$ cat src/rtl/csr_pkg.sv
// Shared definitions for the machine-mode CSR unit: CSR addresses,
// architectural bit positions inside mstatus/mie/mip, interrupt cause codes
// and the mtvec mode encoding.
package csr_pkg;

    // CSR addresses (instruction bits [31:20])
    localparam logic [11:0] CSR_MSTATUS = 12'h300;
    localparam logic [11:0] CSR_MIE     = 12'h304;
    localparam logic [11:0] CSR_MTVEC   = 12'h305;
    localparam logic [11:0] CSR_MEPC    = 12'h341;
    localparam logic [11:0] CSR_MCAUSE  = 12'h342;
    localparam logic [11:0] CSR_MIP     = 12'h344;

    // Bit positions
    localparam int MSTATUS_MIE  = 3;
    localparam int MSTATUS_MPIE = 7;
    localparam int MIX_MT       = 7;   // MTIE in mie, MTIP in mip
    localparam int MIX_ME       = 11;  // MEIE in mie, MEIP in mip

    // Interrupt cause codes (low bits of mcause)
    localparam logic [3:0] CAUSE_MTI = 4'd7;
    localparam logic [3:0] CAUSE_MEI = 4'd11;

    // mtvec[1:0]; reserved encodings behave as direct
    typedef enum logic [1:0] {
        MTVEC_DIRECT   = 2'd0,
        MTVEC_VECTORED = 2'd1,
        MTVEC_RSVD2    = 2'd2,
        MTVEC_RSVD3    = 2'd3
    } mtvec_mode_e;

endpackage

$ cat src/rtl/intr_sync.sv
// Multi-flop synchronizer for one asynchronous interrupt level.
// Ports:
//   clk      in  clock
//   reset    in  synchronous, active-high reset (clears the chain)
//   async_in in  asynchronous level input
//   sync_out out synchronized level, SYNC_STAGES cycles after async_in
module intr_sync #(
    parameter int SYNC_STAGES = 2
) (
    input  logic clk,
    input  logic reset,
    input  logic async_in,
    output logic sync_out
);

    logic [SYNC_STAGES-1:0] chain_r;

    // Shift the asynchronous level through the flop chain
    always_ff @(posedge clk) begin
        if (reset) begin
            chain_r <= '0;
        end else begin
            chain_r <= {chain_r[SYNC_STAGES-2:0], async_in};
        end
    end

    assign sync_out = chain_r[SYNC_STAGES-1];

endmodule

$ cat src/rtl/csr_unit.sv
// Machine-mode CSR file and trap/return sequencer for the MW stage.
// Ports:
//   clk, reset          clock, synchronous active-high reset
//   instr_valid         MW slot holds a real instruction
//   csr_reg_wr/rd       CSR write / read at csr_addr this cycle
//   is_mret             MW instruction is MRET
//   csr_addr, csr_wdata CSR address and final write value
//   npc                 next PC of the MW instruction (saved to mepc on a trap)
//   timer_intr/ext_intr asynchronous interrupt levels
//   csr_rdata           combinational read data (0 when not reading)
//   epc_taken, epc      combinational fetch redirect request and target
module csr_unit
    import csr_pkg::*;
#(
    parameter int XLEN        = 32,
    parameter int SYNC_STAGES = 2
) (
    input  logic            clk,
    input  logic            reset,
    input  logic            instr_valid,
    input  logic            csr_reg_wr,
    input  logic            csr_reg_rd,
    input  logic            is_mret,
    input  logic [11:0]     csr_addr,
    input  logic [XLEN-1:0] csr_wdata,
    input  logic [XLEN-1:0] npc,
    input  logic            timer_intr,
    input  logic            ext_intr,
    output logic [XLEN-1:0] csr_rdata,
    output logic            epc_taken,
    output logic [XLEN-1:0] epc
);

    logic            mstatus_mie_r, mstatus_mpie_r;
    logic            mie_mtie_r, mie_meie_r;
    logic [XLEN-1:0] mtvec_r, mepc_r, mcause_r;
    logic            mip_mtip_s, mip_meip_s;
    logic            mip_mtip_d_r, mip_meip_d_r;
    logic [XLEN-1:0] mstatus_s, mie_s, mip_s;
    logic            pend_mti_s, pend_mei_s, irq_take_s, mret_fire_s, sw_wr_s;
    logic [3:0]      cause_s;
    logic [XLEN-1:0] trap_base_s;
    mtvec_mode_e     mtvec_mode_s;

    intr_sync #(.SYNC_STAGES(SYNC_STAGES)) u_sync_timer (
        .clk(clk), .reset(reset), .async_in(timer_intr), .sync_out(mip_mtip_s)
    );
    intr_sync #(.SYNC_STAGES(SYNC_STAGES)) u_sync_ext (
        .clk(clk), .reset(reset), .async_in(ext_intr), .sync_out(mip_meip_s)
    );

    // Assemble the architectural views of the sparse CSRs
    always_comb begin
        mstatus_s               = '0;
        mstatus_s[MSTATUS_MIE]  = mstatus_mie_r;
        mstatus_s[MSTATUS_MPIE] = mstatus_mpie_r;
        mie_s                   = '0;
        mie_s[MIX_MT]           = mie_mtie_r;
        mie_s[MIX_ME]           = mie_meie_r;
        mip_s                   = '0;
        mip_s[MIX_MT]           = mip_mtip_s;
        mip_s[MIX_ME]           = mip_meip_s;
    end

    // The take path requires a line to have been visible in mip for a full
    // cycle, so an interrupt is first taken the cycle after mip shows it.
    // Gating on the live mip as well stops a line that already dropped.
    assign pend_mti_s  = mstatus_mie_r & mie_mtie_r & mip_mtip_s & mip_mtip_d_r;
    assign pend_mei_s  = mstatus_mie_r & mie_meie_r & mip_meip_s & mip_meip_d_r;
    // Reset suppresses any redirect in the cycle it is asserted
    assign irq_take_s  = (pend_mti_s | pend_mei_s) & instr_valid & ~is_mret & ~reset;
    assign mret_fire_s = is_mret & instr_valid & ~reset;
    assign sw_wr_s     = csr_reg_wr & instr_valid;
    assign cause_s     = pend_mei_s ? CAUSE_MEI : CAUSE_MTI;
    assign mtvec_mode_s = mtvec_mode_e'(mtvec_r[1:0]);
    assign trap_base_s = {mtvec_r[XLEN-1:2], 2'b00};
    assign epc_taken   = irq_take_s | mret_fire_s;

    // Redirect target: trap vector for interrupts, mepc for MRET
    always_comb begin
        epc = '0;
        if (irq_take_s) begin
            case (mtvec_mode_s)
                MTVEC_VECTORED: epc = trap_base_s + {{(XLEN-6){1'b0}}, cause_s, 2'b00};
                default:        epc = trap_base_s;
            endcase
        end else if (mret_fire_s) begin
            epc = mepc_r;
        end else begin
            epc = '0;
        end
    end

    // CSR read mux; unimplemented addresses read zero
    always_comb begin
        csr_rdata = '0;
        if (csr_reg_rd) begin
            case (csr_addr)
                CSR_MSTATUS: csr_rdata = mstatus_s;
                CSR_MIE:     csr_rdata = mie_s;
                CSR_MTVEC:   csr_rdata = mtvec_r;
                CSR_MEPC:    csr_rdata = mepc_r;
                CSR_MCAUSE:  csr_rdata = mcause_r;
                CSR_MIP:     csr_rdata = mip_s;
                default:     csr_rdata = '0;
            endcase
        end else begin
            csr_rdata = '0;
        end
    end

    // CSR state: software writes, then trap/MRET updates which take priority
    always_ff @(posedge clk) begin
        if (reset) begin
            mstatus_mie_r  <= 1'b0;
            mstatus_mpie_r <= 1'b0;
            mie_mtie_r     <= 1'b0;
            mie_meie_r     <= 1'b0;
            mtvec_r        <= '0;
            mepc_r         <= '0;
            mcause_r       <= '0;
            mip_mtip_d_r   <= 1'b0;
            mip_meip_d_r   <= 1'b0;
        end else begin
            mip_mtip_d_r <= mip_mtip_s;
            mip_meip_d_r <= mip_meip_s;
            if (sw_wr_s) begin
                case (csr_addr)
                    CSR_MSTATUS: begin
                        if (!irq_take_s && !mret_fire_s) begin
                            mstatus_mie_r  <= csr_wdata[MSTATUS_MIE];
                            mstatus_mpie_r <= csr_wdata[MSTATUS_MPIE];
                        end
                    end
                    CSR_MIE: begin
                        mie_mtie_r <= csr_wdata[MIX_MT];
                        mie_meie_r <= csr_wdata[MIX_ME];
                    end
                    CSR_MTVEC:  mtvec_r <= csr_wdata;
                    CSR_MEPC:   if (!irq_take_s) mepc_r <= {csr_wdata[XLEN-1:2], 2'b00};
                    CSR_MCAUSE: if (!irq_take_s) mcause_r <= csr_wdata;
                    default: ;
                endcase
            end
            if (irq_take_s) begin
                mepc_r         <= {npc[XLEN-1:2], 2'b00};
                mcause_r       <= {1'b1, {(XLEN-5){1'b0}}, cause_s};
                mstatus_mpie_r <= mstatus_mie_r;
                mstatus_mie_r  <= 1'b0;
            end else if (mret_fire_s) begin
                mstatus_mie_r  <= mstatus_mpie_r;
                mstatus_mpie_r <= 1'b1;
            end
        end
    end

endmodule

$ cat config.mk
export PLATFORM = sky130hd
export DESIGN_NAME = csr_unit
export DESIGN_NICKNAME = d
export VERILOG_FILES = /design/src/rtl/csr_pkg.sv /design/src/rtl/intr_sync.sv /design/src/rtl/csr_unit.sv
export SDC_FILE = /design/constraint.sdc
export NUM_CORES = 1
export LEC_CHECK = 0
export ABC_CLOCK_PERIOD_IN_PS = 3800
export CAP_MARGIN = 20
export CORE_MARGIN = 2
export CORE_UTILIZATION = 51
export CTS_BUF_LIST = sky130_fd_sc_hd__clkbuf_2 sky130_fd_sc_hd__clkbuf_4 sky130_fd_sc_hd__clkbuf_8
export DETAILED_ROUTE_END_ITERATION = 6
export PLACE_DENSITY = 0.93
export SLEW_MARGIN = 10
export SYNTH_ARGS = -nofsm -noshare
export SYNTH_HDL_FRONTEND = slang
export SYNTH_SLANG_ARGS = --single-unit
$ cat constraint.sdc
create_clock -name clk -period 3.8 [get_ports clk]
set_input_delay 0.76 -clock clk [delete_from_list [all_inputs] [get_ports clk]]
set_output_delay 0.76 -clock clk [all_outputs]
set_load 0.01 [all_outputs]
# Yosys cells after proc, flatten, opt, wreduce, memory -nomap -nowiden
# Cells that the tools add are included.
# totals
reg_bits	104
output_inout_bits	65
# op_classes
n_eq_ne	7
muxes	21
n_reduce_logical	20
addsub	1
bitwise	16
# ops
op	n
32-bit two-way mux	10
32-bit case mux with 6 select lines	1
12-bit by 10-bit == test with 1-bit output (second input constant)	6
32-bit by 6-bit adder with 32-bit output	1
1-bit AND	12
2-bit nonzero test	6
2-bit AND reduction	5
1-bit two-way mux	9
3-bit nonzero test	3
3-bit AND reduction	2
4-bit two-way mux	1
2-bit by 1-bit == test with 1-bit output (second input constant)	1
1-bit zero test	2
1-bit inverter	2
1-bit OR	2
2-bit OR reduction	1
1-bit logical AND	1

# Depth between registers and ports, before layout
# Gate-level depths: netlist of run 1.
# logic_depth
word_depth	14
ltp_mapped	9

# Cells and area by module
# From an unflattened synthesis of run 1, not the netlist that was laid out.
# hier_totals
hier_cells	754
hier_area_um2	5688.0
# modules_own_cells
module	seq_area_each_um2	cells_each	instances	area_each_um2
csr_unit	2001.9	746	1	5582.9
intr_sync	40.0	4	2	52.6

# Worst setup path after synthesis of run 1
# Ideal clock, no wire load.
# synth_path
path_type	input to output
startpoint	input port csr_addr[11]
endpoint	output port csr_rdata[14]
t_arrival_ps	2409
path_slack_ps	631
required_time_ps	3040
stages	6
path_cell_list	nor4bb_1 and3_1 buf_2 clkbuf_1 a22oi_1 a21oi_1
# synth_via
elab_chain_cells	3
# synth_lines
item	line_no	rtl
start: declaration	csr_unit.sv:24	input logic [11:0] csr_addr,
12-bit by 10-bit == test with 1-bit output	csr_unit.sv:98	case (csr_addr)
32-bit case mux with 6 select lines *	csr_unit.sv:98	
32-bit two-way mux *	csr_unit.sv:97	if (csr_reg_rd) begin
end: declaration	csr_unit.sv:29	output logic [XLEN-1:0] csr_rdata,
# Mark *: on every way between the ends. The rest lies on a longest branch, timed or not.

# Worst setup path after layout of run 1
# layout_path
startpoint	register mtvec_r[9]
endpoint	output port epc[25]
# layout_via
elab_chain_cells	3
# layout_lines
item	line_no	rtl
start: declaration	csr_unit.sv:36	logic [XLEN-1:0] mtvec_r, mepc_r, mcause_r;
start signal: assignment	csr_unit.sv:139	CSR_MTVEC: mtvec_r <= csr_wdata;
32-bit by 6-bit adder with 32-bit output	csr_unit.sv:84	MTVEC_VECTORED: epc = trap_base_s + {{(XLEN-6){1'b0}}, cause_s, 2'b00};
32-bit two-way mux	csr_unit.sv:83	case (mtvec_mode_s)
32-bit two-way mux	csr_unit.sv:82	if (irq_take_s) begin
end: declaration	csr_unit.sv:31	output logic [XLEN-1:0] epc
# Every way passes these cells.

==> qor.csv, run 1 <==
stage,metric,value,unit
global_routing,overflow,0,
logic_synthesis,seq_area_frac_synth,35.9,%
clocking,holdBufCountCts,0,
logic_synthesis,async_flop_share,0,%
routing,drt_iter0_drc,661,
sta,fin_crit_sh,100,%
layout,layout-drive-gt1-share,12.6,%
worst_setup_path,rr_worst_depth,9,
placed_design,place.detailed.hpwl,12.6,mm
power,p_total,2.11,mW
power,peakVddDrop,0.219,mV
sta,tightest_slew,0.704,ns
worst_setup_path,cp_max_fo,9,
worst_setup_path,crit_chain,"nand4_4, or4_2, nor3_1, xor2_1, a22o_1, clkdlybuf4s50_1",
die,die_width,111,um
sta,setup_ws,-0.0149,ns
layout,final_core_util,73.3,%
global_routing,antenna_found_initial,0,
hold_path,holdPathStages,2,
worst_setup_path,cp.required,3.04,ns
sta,period_needed,3.81,ns
routing,dr.pass1.iters,7,
sta,slew_headroom,53.1,%
logic_synthesis,syn_avg_cell_area,7.80,um2
sta,clock.fmax,0.262,GHz
worst_setup_path,slowest_delay,0.83,ns
power,p_leak,3.28,nW
worst_setup_path,worst_setup_path_end_kind,output port,
layout,register_area,2090,um2
logic_synthesis,ys_warn_count,0,
die,initial_core_util,52.8,%
worst_setup_path,path_class,reg2out,
worst_setup_path,slowest_stage,or4_2,
die,core,11000,um2
worst_setup_path,r2r_slack,1.22,ns
layout,syn_to_final_growth,39.0,%
flow_run,cap_violations,0,
routing,drc,4,
clocking,cts_root_buf,clkbuf_8,
sta,finalSetupViolations,1,
clocking,cts.sinks,104,
routing,dr_total_vias,6409,
logic_synthesis,synthCells,743,
die,num_rows,38,
power,pwr_density_cell,262,nW/um2
sta,slew_violations,0,
clocking,clk_latency,0.39,ns
logic_synthesis,ys_types,47,
global_routing,grt_util_all_layers,29.7,%
hold_path,hp-class,reg2reg,
routing,finalWirelength,19.5,mm
clocking,htreeDepth,3,
global_routing,grt_pass1_wl,29.8,mm
worst_setup_path,critPathTopFamily,simple AND/OR/NAND/NOR gates,
die,die_area,12200,um2
sta,fin_worst_skew,0.00760,ns
placed_design,numPortBuffers,144,
sta,hold_viol_final,0,
worst_setup_path,crit_buf_inv,1,
placed_design,finalWeightedCongestion,0.955,
worst_setup_path,path_depth,6,
logic_synthesis,synthFlopType,dfxtp_1,
layout,n_fill_cell,790,
die,io_pins,149,
global_routing,first_global_vias,6071,
worst_setup_path,cp-start-kind,flip-flop,
sta,rsz0062_at_grt,yes,
logic_synthesis,syn_area,5790,um2
layout,diodes,0,
outcome,outcome,finished with violations,
clocking,clkTransAtPathRegs,0.10,ns
outcome,violations,"DRC, setup timing",
global_routing,grt_max_degree,68,
clocking,cts_max_path_buffers,2,
logic_synthesis,ys_ff_latch,104,
clocking,cts_buffers,9,
layout,fin_nets,969,
routing,ant_nets,0,
clocking,cts_tree,done,
worst_setup_path,cp.arrival,3.05,ns
routing,via_per_inst,6.24,
routing,post_drt_wl_per_cell,19.0,um
die,die_h,111,um
layout,multiInputGateArea,3560,um2
logic_synthesis,synth-edff-count,0,
==> registers in the layout, indices dropped and copies added (netlist names), 2 cells and up <==
name / cells
mcause_r: 32
mepc_r: 30
u_sync_timer.chain_r: 2
u_sync_ext.chain_r: 2
mtvec_r: 32
==> logic make-up after synthesis <==
logic type	synth area share (%)
adders and majority gates	0.648
and+or+nand+nor	22.1
other	0.0647
buffers and inverters	6.22
xor gates and xnor gates	4.38
muxes	6.05
DFF	35.9
AOI/OAI and AO/OA	24.6
==> timing repair <==
item,CTS,global route
pin swaps,4,6
buffers inserted,3,1
setup endpoints to repair,55,39
gates cloned,0,1
gates resized for setup,31,56
==> through the flow <==
stage               cell area (um2)  cells  hold WS (ns)  setup TNS, ns  setup slack, ns
floorplan                      5800    744         0.414              0            0.631
global placement               7480   1006         0.420         -0.166          -0.0441
detailed placement             7480   1006         0.438          -1.01          -0.0994
CTS                            7850   1025         0.458        -0.0595          -0.0595
global route                   8050   1027         0.466         -0.193          -0.0662
finish                         8050   1027         0.455        -0.0149          -0.0149
==> placed cells by master, fill, tap and decap left out, types with 20 or more instances in the layout <==
cell type / n
mux2i_1: 35
clkdlybuf4s50_1: 102
dfxtp_1: 98
dlymetal6s2s_1: 28
nand2_1: 163
a211oi_1: 32
a22o_1: 31
buf_4: 43
a21oi_1: 78
nor2_1: 59
xor2_1: 20
==> per-layer routing <==
layer / global-route usage (%) / vias up / routed length (um)
met5: 0 / - / 0
li1: - / 2920 / -
met2: 50.7 / 412 / 9550
met3: 5.10 / 63 / 2030
met4: 14.4 / 0 / 713
met1: 36.3 / 3014 / 7220
==> worst paths after layout <==
kind	start	to
worst max register to register	mstatus_mie_r$_SDFFE_PP0P_	mstatus_mie_r$_SDFFE_PP0P_
worst min register to register	mcause_r[28]$_SDFFE_PP0P_	mcause_r[28]$_SDFFE_PP0P_
worst max-delay path	mtvec_r[9]$_SDFFE_PP0P_	epc[25]
worst min-delay path	mcause_r[28]$_SDFFE_PP0P_	mcause_r[28]$_SDFFE_PP0P_
==> where the power goes <==
part	internal (mW)	switching, mW	total [mW]
logic	0.0929	0.0698	0.163
registers	1.09	0.00206	1.09
clock network	0.446	0.408	0.854
==> Yosys cell counts (3+ instances only) <==
library cell,instances,share of area [%]
a22o_1,31,4.7
buf_1,4,0.26
xnor2_1,9,1.4
a22oi_1,16,2.1
a222oi_1,16,2.8
a2111oi_0,3,0.45
buf_6,5,0.97
and2_1,6,0.65
nand3_1,6,0.52
nor4_1,4,0.43
nor3_1,9,0.78
o21ai_0,7,0.60
nor2_1,61,4.0
inv_1,12,0.78
nand4_1,7,0.76
xor2_1,20,3.0
a31oi_1,4,0.43
ha_1,3,0.65
a211oi_1,36,4.7
nand2b_1,3,0.32
dfxtp_1,104,36
and4_1,5,0.76
nor2b_1,13,1.4
nand2_1,163,11
buf_4,3,0.39
buf_2,12,1.0
a21oi_1,78,6.7
mux2i_1,35,6.0
clkbuf_1,43,2.8
==> layout make-up <==
class / count / area share [%]
clock buffer: 9 / 1.54
clock inverter: 7 / 1.57
inverter: 12 / 0.559
multi-input combinational: 561 / 44.2
sequential: 104 / 26.0
tap: 140 / 2.18
timing repair buffer: 194 / 24.0
==> tightest hold or removal path: stages, from the launching register on <==
cell and delay [ns]:
dfxtp_1 0.32, nand2_1 0.05, a21oi_1 0.05
Power figures use the tool's default switching activity.
==> run 2, diff against run 1 <==
--- a/config.mk
+++ b/config.mk
@@ -5,12 +5,14 @@
 export SDC_FILE = /design/constraint.sdc
 export NUM_CORES = 1
 export LEC_CHECK = 0
+export ABC_AREA = 1
 export ABC_CLOCK_PERIOD_IN_PS = 3800
 export CAP_MARGIN = 20
 export CORE_MARGIN = 2
-export CORE_UTILIZATION = 51
+export CORE_UTILIZATION = 52
 export CTS_BUF_LIST = sky130_fd_sc_hd__clkbuf_2 sky130_fd_sc_hd__clkbuf_4 sky130_fd_sc_hd__clkbuf_8
 export DETAILED_ROUTE_END_ITERATION = 6
+export MAX_ROUTING_LAYER = met4
 export PLACE_DENSITY = 0.93
 export SLEW_MARGIN = 10
 export SYNTH_ARGS = -nofsm -noshare
==> qor.csv, run 2 <==
stage,metric,value,unit,change
layout,diodes,0,,unchanged
routing,dr_total_vias,7840,,+22%
layout,n_fill_cell,959,,+21%
power,comb_power_share,8.8,%,+1.1 points
clocking,cts_buffers,9,,unchanged
die,die_h,115,um,+3.7%
worst_setup_path,cp-startpoint,mie_meie_r$_SDFFE_PP0P_,,
worst_setup_path,path_class,reg2out,,
die,core,12000,um2,+8.9%
logic_synthesis,syn_area,6370,um2,+9.9%
hold_path,holdPathStages,2,,unchanged
global_routing,grt_util_all_layers,36.7,%,+7.0 points
clocking,cts_tree,done,,
routing,dr_wl_met2,10.6,mm,+11%
power,p_leak,3.94,nW,+20%
logic_synthesis,ys_ff_latch,104,,unchanged
hold_path,hp-class,reg2reg,,
power,pwr-share-clk,39.6,%,-0.9 points
clocking,htreeDepth,3,,unchanged
logic_synthesis,ys_types,35,,-26%
layout,fin_area,8520,um2,+5.7%
power,p_int,1.58,mW,-3.3%
outcome,outcome,completed,,
layout,mostFrequentLayoutCell,nand2_1,,
clocking,cts.sinks,104,,unchanged
logic_synthesis,async_flop_share,0,%,unchanged
worst_setup_path,rr_worst_depth,10,,+1
die,initial_core_util,53.2,%,+0.46 points
placed_design,preCtsSetupSlack,-0.0887,ns,+0.0108 ns
logic_synthesis,synth_area_leader_cell,dfxtp_1,,
placed_design,finalWeightedCongestion,0.987,,+3.3%
placed_design,numPortBuffers,144,,unchanged
worst_setup_path,regToRegStartpoint,mie_meie_r$_SDFFE_PP0P_,,
routing,finalWirelength,23.6,mm,+21%
logic_synthesis,synthFlopType,dfxtp_1,,
worst_setup_path,cp-start-kind,flip-flop,,
power,p_sw_share,25.6,%,+2.9 points
power,peakVddDrop,0.189,mV,-14%
layout,syn_to_final_growth,33.8,%,
layout,layout_common_cells,"nand2_1, nor2_1, inv_1, o21ai_0, dfxtp_1",,
global_routing,first_global_vias,7441,,+23%
sta,hold_viol_final,0,,unchanged
sta,finalSetupViolations,0,,-1
die,io_pins,149,,unchanged
global_routing,grt_pass1_wl,36.7,mm,+23%
routing,via_per_inst,5.79,,-7.1%
die,die_width,115,um,+3.7%
clocking,cts_max_path_buffers,2,,unchanged
global_routing,overflow,0,,unchanged
clocking,cts_root_buf,clkbuf_8,,
clocking,holdBufCountCts,0,,unchanged
worst_setup_path,cp_max_fo,5,,-4
routing,dr_wl_met3,2.87,mm,+41%
clocking,clkTransAtPathRegs,0.10,ns,about the same
routing,met1_length,9.35,mm,+30%
worst_setup_path,cp.required,3.04,ns,about the same
routing,post_drt_wl_per_cell,17.5,um,-8.0%
placed_design,place.detailed.hpwl,16.5,mm,+31%
layout,reg.largest.list,"mcause_r: 32 flops, mtvec_r: 32 flops, mepc_r: 30 flops",,
layout,fin_nets,1288,,+33%
layout,layout-drive-gt1-share,8.13,%,-4.5 points
routing,drc,0,,-4
flow_run,cap_violations,0,,unchanged
routing,ant_nets,0,,unchanged
logic_synthesis,synthCells,1060,,+43%
logic_synthesis,synth-edff-count,0,,unchanged
hold_path,min_to,u_sync_ext.chain_r[1]$_SDFF_PP0_,,
logic_synthesis,ys_warn_count,0,,unchanged
routing,drt_iter0_drc,1028,,+56%
power,p_total,2.12,mW,+0.41%
placed_design,place_area,8010,um2,+7.1%
worst_setup_path,r2r-end,mepc_r[5]$_SDFFE_PP0P_,,
sta,timing.setup.tns,0,ns,+0.0149 ns
logic_synthesis,seq_area_frac_synth,32.7,%,-3.2 points
die,die_area,13100,um2,+7.5%
routing,top_layer,met4,,
global_routing,grt_max_degree,45,,-34%
power,p_seq_share,51.6,%,-0.2 points
routing,dr.pass1.iters,6,,-1
sta,clock.fmax,0.270,GHz,+2.9%
worst_setup_path,r2r_slack,1.13,ns,-0.09 ns
power,netSwitchingPower,542,uW,+13%
global_routing,antenna_found_initial,0,,unchanged
sta,holdWs,0.410,ns,-0.0447 ns
logic_synthesis,synth_common_cells,"nand2_1, nor2_1, inv_1, o21ai_0, dfxtp_1",,
die,num_rows,40,,+5.3%
sta,fin_crit_sh,97.6,%,-2.8 points
logic_synthesis,yosys.cell_count.top_type,nand2_1,,
logic_synthesis,syn_avg_cell_area,6.01,um2,-23%
sta,slew_headroom,51.1,%,-2.0 points
sta,tightest_slew,0.733,ns,+0.0294 ns
clocking,clk_latency,0.41,ns,+0.02 ns
hold_path,holdCritStartpoint,u_sync_ext.chain_r[0]$_SDFF_PP0_,,
sta,period_needed,3.71,ns,-0.108 ns
worst_setup_path,worst_setup_path_end_kind,output port,,
sta,slew_violations,0,,unchanged
sta,setup_ws,0.0930,ns,+0.108 ns
logic_synthesis,synth_top_area_share,32.7,%,-3.2 points
power,pwr_density_cell,249,nW/um2,-5.1%
sta,fin_worst_skew,0.0111,ns,+0.00351 ns
worst_setup_path,cp.arrival,2.95,ns,-0.10 ns
logic_synthesis,yosys-top-cells-area,"dfxtp_1, nand2_1, o21ai_0",,
[run 2: changes by cell type after synthesis, sizes merged, moves of 31 or more]
cell   previous run  this run
a22o             31         0
inv              12       145
mux2i            35         0
nand2           163       229
nor2             61       160
nand3             6        65
o21ai             7       140
[run 2: metrics by stage]
| stage | util [%] | std cells |
|---|---|---|
| 2_1_floorplan | - | 1061 |
| 3_3_place_gp | 67.0 | 1327 |
| 3_5_place_dp | 67.0 | 1327 |
| 4_1_cts | 69.4 | 1348 |
| 5_1_grt | 71.2 | 1353 |
| 6_report | 71.2 | 1353 |
[run 2: how the worst max path moves through the flow]
stage	endpoint	slack (ns)	depth (start not counted)
global placement	csr_rdata[30]	-0.04	10
CTS	csr_rdata[26]	0.0002	12
global route	epc[12]	-0.007	13
floorplan	csr_rdata[24]	1.09	8
detailed placement	csr_rdata[24]	-0.09	10
finish	epc[27]	0.09	13
[run 2: power groups by stage]
stage               Sequential [mW]  Clock, mW  Combinational [mW]
finish                         1.09      0.839               0.186
global route                   1.10      0.888               0.198
floorplan                      1.12          0              0.0581
global placement               1.12          0               0.175
CTS                            1.09      0.831               0.179
detailed placement             1.12          0               0.178
[run 2: final cells by class]
cell class	count	area [um2]	area share [%]
Sequential cell	104	2080	24.5
Inverter	145	544	6.39
Tap cell	147	184	2.16
Multi-Input combinational cell	754	3560	41.9
Clock inverter	7	113	1.32
Clock buffer	9	124	1.45
Timing Repair Buffer	187	1900	22.3
[run 2: timing repair]
action / 4_1_cts / 5_1_grt
setup buffers: 5 / 5
resized for setup: 9 / 67
endpoints found under the hold margin: 0 / 0
pin swaps: 2 / 6
cloned: 0 / 0
setup endpoints to repair: 49 / 47
[run 2: cell families (layout without fill, tap and decap cells)]
group	count (synthesis)	in the layout	share of synthesized area, %
fa+ha+maj	3	3	0.590
other cells	1	2	0.0589
flops	104	104	32.7
simple gates	475	475	30.8
compound gates	270	270	22.5
buf+inv	203	348	12.8
xor+xnor	4	4	0.550
[run 2: worst max-delay path, cell delays in order (launching register included)]
cell and delay (ns):
dfxtp_2 0.34, nand4_1 0.10, buf_4 0.17, inv_1 0.05
ha_1 0.31, nand2_1 0.11, inv_1 0.06, nand3_1 0.09
nand3_2 0.13, buf_4 0.19, nand4_1 0.11, a21oi_1 0.09
a21oi_1 0.23, clkdlybuf4s50_1 0.59
[run 2: per-layer routing]
layer,track usage [%],up-vias
li1,-,3682
met1,46.6,3557
met2,54.0,507
met3,11.2,94
met4,15.6,0
met5,-,-
==> run 3, diff against run 2 <==
--- a/config.mk
+++ b/config.mk
@@ -6,14 +6,14 @@
 export NUM_CORES = 1
 export LEC_CHECK = 0
 export ABC_AREA = 1
-export ABC_CLOCK_PERIOD_IN_PS = 3800
+export ABC_CLOCK_PERIOD_IN_PS = 4710
 export CAP_MARGIN = 20
 export CORE_MARGIN = 2
-export CORE_UTILIZATION = 52
+export CORE_UTILIZATION = 56
 export CTS_BUF_LIST = sky130_fd_sc_hd__clkbuf_2 sky130_fd_sc_hd__clkbuf_4 sky130_fd_sc_hd__clkbuf_8
 export DETAILED_ROUTE_END_ITERATION = 6
 export MAX_ROUTING_LAYER = met4
-export PLACE_DENSITY = 0.93
+export PLACE_DENSITY = 0.95
 export SLEW_MARGIN = 10
 export SYNTH_ARGS = -nofsm -noshare
 export SYNTH_HDL_FRONTEND = slang
==> constraint.sdc (replaced) <==
create_clock -name clk -period 4.71 [get_ports clk]
set_input_delay 0.942 -clock clk [delete_from_list [all_inputs] [get_ports clk]]
set_output_delay 0.942 -clock clk [all_outputs]
set_load 0.01 [all_outputs]
==> qor.csv, run 3 (same netlist as run 2, synthesis figures left out) <==
stage,metric,value,unit,change
sta,hold_viol_final,0,,unchanged
clocking,cts-resized-gates,0,,-9
hold_path,hp-class,reg2reg,,
worst_setup_path,rr_worst_depth,8,,-2
routing,dr.pass1.iters,6,,unchanged
die,initial_core_util,58.0,%,+4.7 points
placed_design,finalWeightedCongestion,0.969,,-1.8%
layout,mostFrequentLayoutCell,nand2_1,,
routing,finalWirelength,22.0,mm,-7.0%
power,p_total,1.63,mW,-23%
sta,clock.fmax,0.224,GHz,
clocking,clk_latency,0.39,ns,-0.02 ns
layout,syn_to_final_growth,27.2,%,
placed_design,numPortBuffers,144,,unchanged
layout,fin_nets,1266,,-1.7%
sta,period_needed,4.46,ns,
sta,rsz0062_at_grt,no,,
power,comb_power_share,8.7,%,about the same
routing,post_drt_wl_per_cell,16.6,um,-4.9%
routing,via_per_inst,5.81,,+0.26%
sta,finalSetupViolations,0,,unchanged
die,io_pins,149,,unchanged
worst_setup_path,worst_setup_path_end_kind,output port,,
global_routing,grt_util_all_layers,36.2,%,-0.56 points
clocking,cts.sinks,104,,unchanged
layout,diodes,0,,unchanged
worst_setup_path,regToRegStartpoint,mstatus_mie_r$_SDFFE_PP0P_,,
layout,layout_common_cells,"nand2_1, nor2_1, clkdlybuf4s50_1, inv_1, o21ai_0",,
power,pwr_density_cell,202,nW/um2,-19%
power,p_leak,3.03,nW,-23%
routing,ant_nets,0,,unchanged
global_routing,antenna_found_initial,0,,unchanged
power,p_seq_share,54.1,%,+2.5 points
clocking,clkTransAtPathRegs,0.12,ns,+0.02 ns
worst_setup_path,r2r_slack,1.80,ns,+0.67 ns
sta,fin_crit_sh,94.7,%,
sta,tightest_slew,0.800,ns,+0.0666 ns
routing,drt_iter0_drc,901,,-12%
power,p_sw_share,27.8,%,+2.2 points
sta,slew_violations,0,,unchanged
die,die_width,111,um,-3.5%
power,pwr-share-clk,37.2,%,-2.4 points
routing,dr_total_vias,7692,,-1.9%
global_routing,grt_max_degree,70,,+56%
clocking,cts_setup_buffers,0,,-5
worst_setup_path,cp.arrival,3.52,ns,+0.57 ns
layout,final_core_util,73.7,%,+2.5 points
power,p_int,1.18,mW,-25%
sta,timing.setup.tns,0,ns,unchanged
die,die_h,111,um,-3.5%
die,num_rows,38,,-5.0%
global_routing,grt_pass1_wl,35.1,mm,-4.2%
worst_setup_path,path_class,in2out,,
hold_path,min_to,u_sync_ext.chain_r[1]$_SDFF_PP0_,,
clocking,holdBufCountCts,0,,unchanged
clocking,cts_max_path_buffers,2,,unchanged
worst_setup_path,cp.required,3.77,ns,+0.73 ns
routing,drc,0,,unchanged
global_routing,overflow,0,,unchanged
placed_design,place.detailed.hpwl,15.6,mm,-5.8%
layout,layout-drive-gt1-share,4.73,%,-3.4 points
worst_setup_path,r2r-end,mepc_r[5]$_SDFFE_PP0P_,,
flow_run,cap_violations,0,,unchanged
power,peakVddDrop,0.178,mV,-5.8%
hold_path,holdCritStartpoint,u_sync_ext.chain_r[0]$_SDFF_PP0_,,
sta,fin_worst_skew,0.0143,ns,+0.00314 ns
clocking,htreeDepth,3,,unchanged
outcome,outcome,completed,,
clocking,cts_root_buf,clkbuf_8,,
power,netSwitchingPower,454,uW,-16%
die,core,11000,um2,-8.2%
global_routing,first_global_vias,7210,,-3.1%
worst_setup_path,cp_max_fo,19,,+14
sta,slew_headroom,46.5,%,-4.5 points
clocking,cts_buffers,9,,unchanged
hold_path,holdPathStages,2,,unchanged
clocking,cts_tree,done,,
worst_setup_path,cp-start-kind,input pin,,
die,die_area,12200,um2,-6.9%
layout,reg.largest.list,"mcause_r: 32 flops, mtvec_r: 32 flops, mepc_r: 30 flops",,
run 3: cell types whose count changed in the layout (fill, tap and decap cells not counted), moves of 6 or more:
cell             delta
buf_4              -17
clkdlybuf4s50_1    +43
dlymetal6s2s_1     -39
nand2_1             +6
nor2_1              +8
run 3: how the worst max path moves through the flow:
| stage | cells past startpoint | endpoint | slack [ns] | start |
|---|---|---|---|---|
| 2_1_floorplan | 8 | csr_rdata[24] | 1.63 | csr_addr[3] |
| 3_3_place_gp | 11 | csr_rdata[21] | 0.38 | csr_addr[3] |
| 3_5_place_dp | 11 | csr_rdata[22] | 0.32 | csr_addr[3] |
| 4_1_cts | 13 | epc[28] | 0.30 | mstatus_mie_r$_SDFFE_PP0P_ |
| 5_1_grt | 13 | epc[22] | 0.01 | mstatus_mie_r$_SDFFE_PP0P_ |
| 6_report | 11 | csr_rdata[22] | 0.25 | csr_addr[3] |
run 3: critical path, stage by stage:
cell             delay (ns)
clkdlybuf4s50_1        0.42
or2_4                  0.28
nor3_4                 0.35
nand2_1                0.32
nand2_1                0.14
nor2_1                 0.05
nand2_1                0.05
nand2_1                0.07
buf_4                  0.21
nor2_1                 0.13
clkdlybuf4s50_1        0.56
run 3: power groups by stage:
stage	registers (mW)	logic, mW	clock network, mW
2_1_floorplan	0.903	0.0469	0
3_3_place_gp	0.903	0.137	0
3_5_place_dp	0.903	0.139	0
4_1_cts	0.883	0.139	0.608
5_1_grt	0.884	0.153	0.631
6_report	0.884	0.143	0.607
run 3: layout make-up:
class                           instances  area [um2]
Clock buffer                            9         124
Clock inverter                          7        96.3
Fill cell                             903        2890
Inverter                              145         544
Multi-Input combinational cell        754        3470
Sequential cell                       104        2080
Tap cell                              140         175
Timing Repair Buffer                  165        1600
run 3: per-stage QoR:
stage               area [um2]  instances  hold WS [ns]  worst slack, ns
detailed placement        7880       1308         0.400            0.316
finish                    8100       1324         0.416            0.248
global placement          7880       1308         0.390            0.380
global route              8100       1324         0.441           0.0126
CTS                       8100       1324         0.417            0.303
floorplan                 6370       1061         0.388             1.63
run 3: per-layer routing:
metal / GRT usage [%] / part of all wire [%]
met1: 46.8 / 40
met2: 55.7 / 45
met3: 7.35 / 12
met4: 14.2 / 3.4
met5: - / 0
==> edit (settings of run 2) <==
Set the parameter `XLEN` to 48 (it was 32).
--- a/src/rtl/csr_unit.sv
+++ b/src/rtl/csr_unit.sv
@@ -14,3 +14,3 @@
 #(
-    parameter int XLEN        = 32,
+    parameter int XLEN        = 48,
     parameter int SYNC_STAGES = 2
Interface: changed (resized csr_rdata, csr_wdata, epc and npc); port bits go from 149 to 213. No check against the original RTL was run, so the function may have changed too.
==> edit against run 2 <==
- worst setup slack worse by 0.0040 ns
- first-iteration DRC count up 26%
- worst hold slack better by 0.0057 ns
- wire length up 53%
- design area up 51%
- sequential share of layout area down 0.78 points
- count of clock-buffer cells in the layout up 11
- total power up 47%
- die area up 51%
- critical path depth down 1
- fmax down 0.11%
- synthesized area up 53%
- critical endpoint is now epc[21]
- sequential cell count up 48
- the run now ends with design-rule violations left
==> edit: results (changes against run 2) <==
Run status
  • Outcome: finished, violations left
  • Failing checks: design-rule violations

Yosys
  • Post-synthesis compound-gate area fraction: 17.6% (-4.9 points)
  • Sequential share of the synthesized area: 31.3% (-1.4 points)
  • Synth Area in XOR/XNOR: 0.270% (-0.28 points)
  • Synth Area in Adders: 0.386% (-0.20 points)
  • Avg Cell Area, Syn: 6.06 sq um (+0.94%)

Power
  • Peak supply drop: 0.206 mV (+8.6%)
  • Switching share of power: 26.1% (+0.51 points)
  • Internal Power: 0.00230 W (+46%)
  • Clock power share: 40.6% (+1.0 points)
  • Comb pwr: 0.000251 W (+35%)

Drt
  • Final WL: 36.1 mm (+53%)
  • DRC violations left: 1 (+1)
  • Iter 0 DRT Violations: 1295 (+26%)

Setup path
  • CP max FO: 7 (+2)
  • RR Startpoint: mstatus_mie_r

Placed design
  • DP Cell Count: 1999 (+51%)
  • Pre-CTS WS: 0.00495 ns (+0.0936 ns)
  • Global placement routability congestion: 0.945 (-4.3%)
  • PortBufs: 208 (+44%)

STA
  • Skew final: 0.0119 ns (+0.000819 ns)

Cells and area
  • Largest regs: mcause_r x48, mtvec_r x48, mepc_r x46
  • Share of cells above drive strength 1: 11.6% (+3.5 points)
  • Layout Nets: 1917 (+49%)

Global route
  • Vias in the first global route: 10853 (+46%)
[edit: cell types whose count changed in the layout (fill, tap and decap cells not counted), moves of 11 or more]
| cell | change |
|---|---|
| clkbuf_8 | +11 |
| nor2_2 | +27 |
| nand3_1 | +40 |
| a211oi_2 | +40 |
| nor2_1 | +51 |
| dlymetal6s2s_1 | +29 |
| a21oi_1 | +31 |
| clkdlybuf4s50_1 | +30 |
| o21ai_0 | -54 |
| dfxtp_1 | +47 |
| nand2_1 | +310 |
[edit: final timing paths]
path,slack [ns],cells past startpoint,to
max,0.09,12,epc[21]
min,0.42,2,u_sync_ext.chain_r[1]
max reg2reg,1.32,10,mepc_r[20]
min reg2reg,0.42,2,u_sync_ext.chain_r[1]
[edit: routing by layer]
layer / vias to the layer above / part of all wire, % / track usage (%)
met5: - / 0 / -
met4: 0 / 4.5 / 16.5
met3: 159 / 11 / 6.73
met2: 774 / 45 / 56.2
met1: 5186 / 39 / 44.8
li1: 5501 / - / -
[edit: layout make-up]
class	instances	area, sq um
clock buffer	20	275
clock inverter	12	115
fill	1462	5290
inverter	157	594
multi-input combinational	1209	5780
sequential	152	3050
tap	229	287
timing repair buffer	261	2760
[edit: worst max-delay path, cell delays in order, from the launching register on]
cell	delay, ns
dfxtp_2	0.35
nand4_1	0.19
inv_1	0.08
ha_2	0.36
nand2_1	0.08
nor2_1	0.19
nand2_2	0.15
nand2_4	0.16
nand4_1	0.10
nand2_1	0.08
nand3_1	0.08
nand2_1	0.11
clkdlybuf4s50_1	0.54
[edit: timing repair]
item / CTS / global route
hold endpoints to repair: 0 / 0
resized for setup: 24 / 105
pin swaps: 3 / 8
endpoints found under the setup margin: 39 / 83
hold buffers: 0 / 0
buffers inserted: 3 / 5
cloned: 0 / 1
